==> src/rtl/nop_packetizer.sv <==
// nop_packetizer: turns a destination command plus a payload stream into a HEAD/BODY.../TAIL
// wormhole packet. Optional NOP_PKT_LOCALCNT_EN adds LOCALCNT (HEAD flits sent to NODID).
`ifndef DATA_WIDTH
`define DATA_WIDTH 34
`endif
`ifndef DCID_H
`define DCID_H 31
`endif
`ifndef DCID_L
`define DCID_L 28
`endif
`ifndef DRID_H
`define DRID_H 27
`endif
`ifndef DRID_L
`define DRID_L 24
`endif
`ifndef HEAD
`define HEAD 2'b01
`endif
`ifndef BODY
`define BODY 2'b00
`endif
`ifndef TAIL
`define TAIL 2'b10
`endif

// Handshakes (CMD*, PL*, OUT*): a word moves on a rising edge where valid and ready are both
// high; valid never waits on ready, and a presented word holds until it is taken.
module nop_packetizer #(
  parameter int NODID = 0,
  parameter int LEN_W = 4
) (
  input  logic                     CDCLK,
  input  logic                     CDRESETn,
  input  logic [`DCID_H-`DCID_L:0] CMDDCID,
  input  logic [`DRID_H-`DRID_L:0] CMDDRID,
  input  logic [LEN_W-1:0]         CMDLEN,
  input  logic                     CMDVALID,
  output logic                     CMDREADY,
  input  logic [`DATA_WIDTH-3:0]   PLDATA,
  input  logic                     PLVALID,
  output logic                     PLREADY,
  output logic [`DATA_WIDTH-1:0]   OUTDATA,
  output logic                     OUTVALID,
  input  logic                     OUTREADY,
  output logic                     ERRLEN,
`ifdef NOP_PKT_LOCALCNT_EN
  output logic [15:0]              LOCALCNT,
`endif
  output logic                     o_dbg_state
);

  typedef enum logic {S_IDLE = 1'b0, S_PAYLOAD = 1'b1} state_t;

  state_t                 r_state, w_state_nxt;
  logic [LEN_W-1:0]       r_cnt, w_cnt_nxt;
  logic [`DATA_WIDTH-1:0] r_outdata, w_outdata_nxt;
  logic                   r_outvalid, w_outvalid_nxt;
  logic                   r_errlen, w_errlen_nxt;
  logic                   w_load_en, w_cmdready, w_plready;

  // The output register may take a new flit whenever it is empty or being drained.
  assign w_load_en = ~r_outvalid | OUTREADY;

  assign CMDREADY    = w_cmdready & CDRESETn;
  assign PLREADY     = w_plready & CDRESETn;
  assign OUTDATA     = r_outdata;
  assign OUTVALID    = r_outvalid;
  assign ERRLEN      = r_errlen;
  assign o_dbg_state = (r_state == S_PAYLOAD);

  always_ff @(posedge CDCLK or negedge CDRESETn) begin
    if (!CDRESETn) begin
      r_state    <= S_IDLE;
      r_cnt      <= '0;
      r_outdata  <= '0;
      r_outvalid <= 1'b0;
      r_errlen   <= 1'b0;
    end else begin
      r_state    <= w_state_nxt;
      r_cnt      <= w_cnt_nxt;
      r_outdata  <= w_outdata_nxt;
      r_outvalid <= w_outvalid_nxt;
      r_errlen   <= w_errlen_nxt;
    end
  end

  always_comb begin
    w_state_nxt    = r_state;
    w_cnt_nxt      = r_cnt;
    w_outdata_nxt  = r_outdata;
    w_outvalid_nxt = r_outvalid;
    w_errlen_nxt   = r_errlen;
    w_cmdready     = 1'b0;
    w_plready      = 1'b0;
    // A drained slot empties unless a new flit is loaded below.
    if (w_load_en) w_outvalid_nxt = 1'b0;
    unique case (r_state)
      S_IDLE: begin
        w_cmdready = w_load_en;
        if (w_load_en && CMDVALID) begin
          if (CMDLEN != '0) begin
            w_outdata_nxt = '0;
            w_outdata_nxt[`DATA_WIDTH-1:`DATA_WIDTH-2] = `HEAD;
            w_outdata_nxt[`DCID_H:`DCID_L] = CMDDCID;
            w_outdata_nxt[`DRID_H:`DRID_L] = CMDDRID;
            w_outvalid_nxt = 1'b1;
            w_cnt_nxt      = CMDLEN;
            w_state_nxt    = S_PAYLOAD;
          end else begin
            w_errlen_nxt = 1'b1;
          end
        end
      end
      S_PAYLOAD: begin
        w_plready = w_load_en;
        if (w_load_en && PLVALID) begin
          w_outdata_nxt  = {((r_cnt == LEN_W'(1)) ? `TAIL : `BODY), PLDATA};
          w_outvalid_nxt = 1'b1;
          w_cnt_nxt      = r_cnt - LEN_W'(1);
          if (r_cnt == LEN_W'(1)) w_state_nxt = S_IDLE;
        end
      end
      default: w_state_nxt = S_IDLE;
    endcase
  end

`ifdef NOP_PKT_LOCALCNT_EN
  localparam int DCID_W = `DCID_H - `DCID_L + 1;

  logic [15:0] r_localcnt;
  logic        w_local_head_xfer;

  assign w_local_head_xfer = r_outvalid && OUTREADY &&
                             (r_outdata[`DATA_WIDTH-1:`DATA_WIDTH-2] == `HEAD) &&
                             (r_outdata[`DCID_H:`DCID_L] == DCID_W'(NODID));
  assign LOCALCNT = r_localcnt;

  always_ff @(posedge CDCLK or negedge CDRESETn) begin
    if (!CDRESETn) r_localcnt <= '0;
    else if (w_local_head_xfer && (r_localcnt != 16'hFFFF)) r_localcnt <= r_localcnt + 16'd1;
  end
`else
  logic w_unused_nodid;
  assign w_unused_nodid = (NODID < 0);
`endif

endmodule

==> config.mk <==
export PLATFORM = sky130hd
export DESIGN_NAME = nop_packetizer
export DESIGN_NICKNAME = d
export VERILOG_FILES = /design/src/rtl/nop_packetizer.sv
export SDC_FILE = /design/constraint.sdc
export NUM_CORES = 1
export LEC_CHECK = 0
export ABC_CLOCK_PERIOD_IN_PS = 3010
export CAP_MARGIN = 40
export CORE_MARGIN = 5
export CORE_UTILIZATION = 46
export DETAILED_ROUTE_END_ITERATION = 10
export PLACE_DENSITY = 0.9
export SLEW_MARGIN = 20
export SYNTH_ARGS = -nofsm -noshare
export SYNTH_HDL_FRONTEND = slang
export SYNTH_SLANG_ARGS = --single-unit
==> constraint.sdc <==
create_clock -name CDCLK -period 3.01 [get_ports CDCLK]
set_input_delay 0.903 -clock CDCLK [delete_from_list [all_inputs] [get_ports CDCLK]]
set_output_delay 0.903 -clock CDCLK [all_outputs]
set_load 0.01 [all_outputs]
==> impl_metrics.csv <==
group,metric,value,unit
run_status,status,"completed",
yosys,synth.top_cells.by_count,"41 x dfrtp_1, 34 x mux2_2, 25 x a22o_1, 8 x mux2_4, 5 x clkbuf_1",
clocking,holdBufCountCts,0,
placement,numPortBuffers,87,
yosys,ys_types,30,
critical_path,worst_path_max_delay_cell,"clkdlybuf4s50_1",
critical_path,cp.arrival,1.98,ns
yosys,mappedNetlistArea,0.00207,mm2
clocking,cts_htree_levels,2,
pwr,leakagePower,1.37,nW
sta,tightest_slew,0.813,ns
pwr,peakVddDrop,0.521,mV
grt,antenna_found_initial,0,
yosys,synth-seq-area-share,0.496,
final_layout,layout.nets,295,
yosys,syn_inst,157,
sta,fin_worst_skew,0.00306,ns
sta,period_needed,2.88,ns
sta,slew_viol_final,0,
final_layout,final_area,0.00309,mm2
min_path,min_path_type,"reg -> reg",
placement,dp_hpwl,3.72,mm
yosys,synth_area_leaders,"dfrtp_1 50%, mux2_2 19%, a22o_1 11%, mux2_4 5.8%, ha_1 1.2%",
sta,rsz0062_at_grt,"no",
yosys,synth_edf_count,0,
yosys,synth_top_family_by_area,"multiplexers",
yosys,synth-xor-area-share,0.00423,
routing,wl_per_cell,16.9,um
critical_path,cp-start-kind,"input port",
final_layout,instances_no_fill,297,
clocking,clk_path_buf_depth,2,
routing,ant_nets,0,
critical_path,cpPeakStageDelay,0.42,ns
placement,gp_congestion,0.766,
sta,whs,0.494,ns
grt,grt_pass1_wl,8.51,mm
clocking,cts_buffers,5,
routing,drt_iter0_drc,68,
routing,drc,0,
yosys,synth.most_common_cell,"dfrtp_1",
sta,setup_viol_count_final,0,
final_layout,area.growth.synth_to_final,49.2,%
final_layout,diodes,0,
placement,postPlaceCellArea,0.00297,mm2
sta,tns,0,ns
critical_path,endpoint_kind,"primary output",
yosys,postSynthAreaPerCell,13.2,um2
grt,grt_max_degree,42,
routing,routed_wl,5.03,mm
final_layout,final_core_util,0.709,
critical_path,worstSetupPathType,"in -> out",
routing,via_count,1600,
final_layout,drive_above_1_share,0.249,
clocking,clock-sinks,41,
yosys,synthMuxAreaShare,0.253,
min_path,hold_depth,1,
die,core_area,0.00435,mm2
die,num_rows,24,
critical_path,required,2.11,ns
yosys,async_reset_ff_frac,1.00,
yosys,synth-simple-area-share,0.0399,
yosys,synth_top_area_frac,0.496,
sta,slew_headroom,0.458,
pwr,powerDensity,939,mW/mm2
placement,dpl.cell_count,289,
grt,grtUsageTotal,0.179,
yosys,synth-main-ff-cell,"dfrtp_1",
die,die_width,77.1,um
sta,finalHoldViolations,0,
yosys,yosys_warnings,0,
clocking,cts_tree,"built",
clocking,cts_setup_buffers,0,
critical_path,r2r_cells,4,
critical_path,worstPathCellList,"clkdlybuf4s50_1 > nand2b_1 > and3_1 > dlygate4sd2_1",
die,die_h,77.1,um
routing,firstDrtPassIters,4,
die,dieArea,0.00594,mm2
clocking,clkTransAtPathRegs,0.07,ns
sta,finalCritPeriodShare,0.958,
grt,grt_pass1_vias,1647,
yosys,synth_top_area_cell,"dfrtp_1",
yosys,synth_fa_ha_area_frac,0.0121,
clocking,worstSkewPairLatency,0.28,ns
die,io-pin-count,88,
clocking,cts_root_buf,"clkbuf_8",
critical_path,critPathMaxFanout,3,
yosys,syn_nets,208,
yosys,ys_ff_latch,41,
job,cap_violations,0,
routing,via_per_inst,5.39,
grt,grt.overflow.total,0,
sta,clock.fmax,0.347,GHz
die,initial_core_util,0.475,
yosys,synth-compound-area-share,0.158,
registers in the layout, indices dropped and copies added (netlist names), named ones only:
| signal | flops |
|---|---|
| o_dbg_state | 1 |
| OUTDATA | 34 |
| ERRLEN | 1 |
| r_cnt | 4 |
cell usage in the layout (no fill, tap or decap), types with 2 or more instances in the layout:
cell type and count:
dlygate4sd2_1 2, mux2_4 8, inv_1 3, ha_1 2, a31oi_1 3, a22o_1 25, buf_4 5, mux2_2 34
a21oi_1 2, clkdlybuf4s50_1 84, nand2_1 4, o21ai_0 2, nand3_1 2, nor2_1 4, clkbuf_8 6, mux2i_1 2
dfrtp_1 40
per-layer routing:
metal  up-vias  wire length, um  track usage
met1       793             2140        0.230
met3         6              214       0.0351
met4         0               97       0.0739
li1        758                -            -
met5         -                0            0
met2        43             2570        0.294
where the power goes:
| group | internal, mW | switching, mW | total [mW] |
|---|---|---|---|
| clock | 0.270 | 0.178 | 0.448 |
| combinational | 0.897 | 0.528 | 1.42 |
| sequential | 0.820 | 0.208 | 1.03 |
| total | 1.99 | 0.914 | 2.90 |
cells by family (layout without fill, tap and decap cells):
family,count (synthesis),count (layout)
flip-flops,41,41
AO/OA/AOI/OAI,38,38
multiplexers,44,44
XOR/XNOR,1,1
AND/OR/NAND/NOR,16,16
adder cells (fa/ha/maj),2,2
buffers and inverters,15,103
worst max-delay path: cells and delay by family:
kind | cells | cell delay [ns]
buffers and inverters | 2 | 0.70
AND/OR/NAND/NOR | 2 | 0.38
per-stage QoR:
| step | power (mW) | worst slack (ns) |
|---|---|---|
| after CTS | 2.94 | 0.121 |
| after global placement | 2.43 | -0.116 |
| after detailed placement | 2.48 | -0.156 |
| final | 2.90 | 0.126 |
| after floorplan | 1.77 | 0.708 |
| after global routing | 3.09 | 0.0762 |
final cells by class:
class                      count  area (um2)
multi-input combinational    101         967
clock buffer                   7        86.3
timing repair buffer          92         901
tap                           52        65.1
inverter                       3        11.3
clock inverter                 1        30.0
sequential                    41        1030
fill                         333        1270
worst paths after layout:
path,startpoint,slack (ns),to
min,ERRLEN,0.49,ERRLEN
min in group asynchronous,CDRESETn,0.76,OUTDATA[32]
max,OUTREADY,0.13,PLREADY
min reg2reg,ERRLEN,0.49,ERRLEN
max reg2reg,o_dbg_state,0.81,OUTDATA[28]
max in group asynchronous,CDRESETn,1.89,o_dbg_state
repair_timing:
| action | in CTS | in global routing |
|---|---|---|
| resized for setup | 2 | 0 |
| endpoints found under the hold margin | 0 | 0 |
| endpoints found under the setup margin | 2 | 0 |
(Power assumes the default switching activity.)
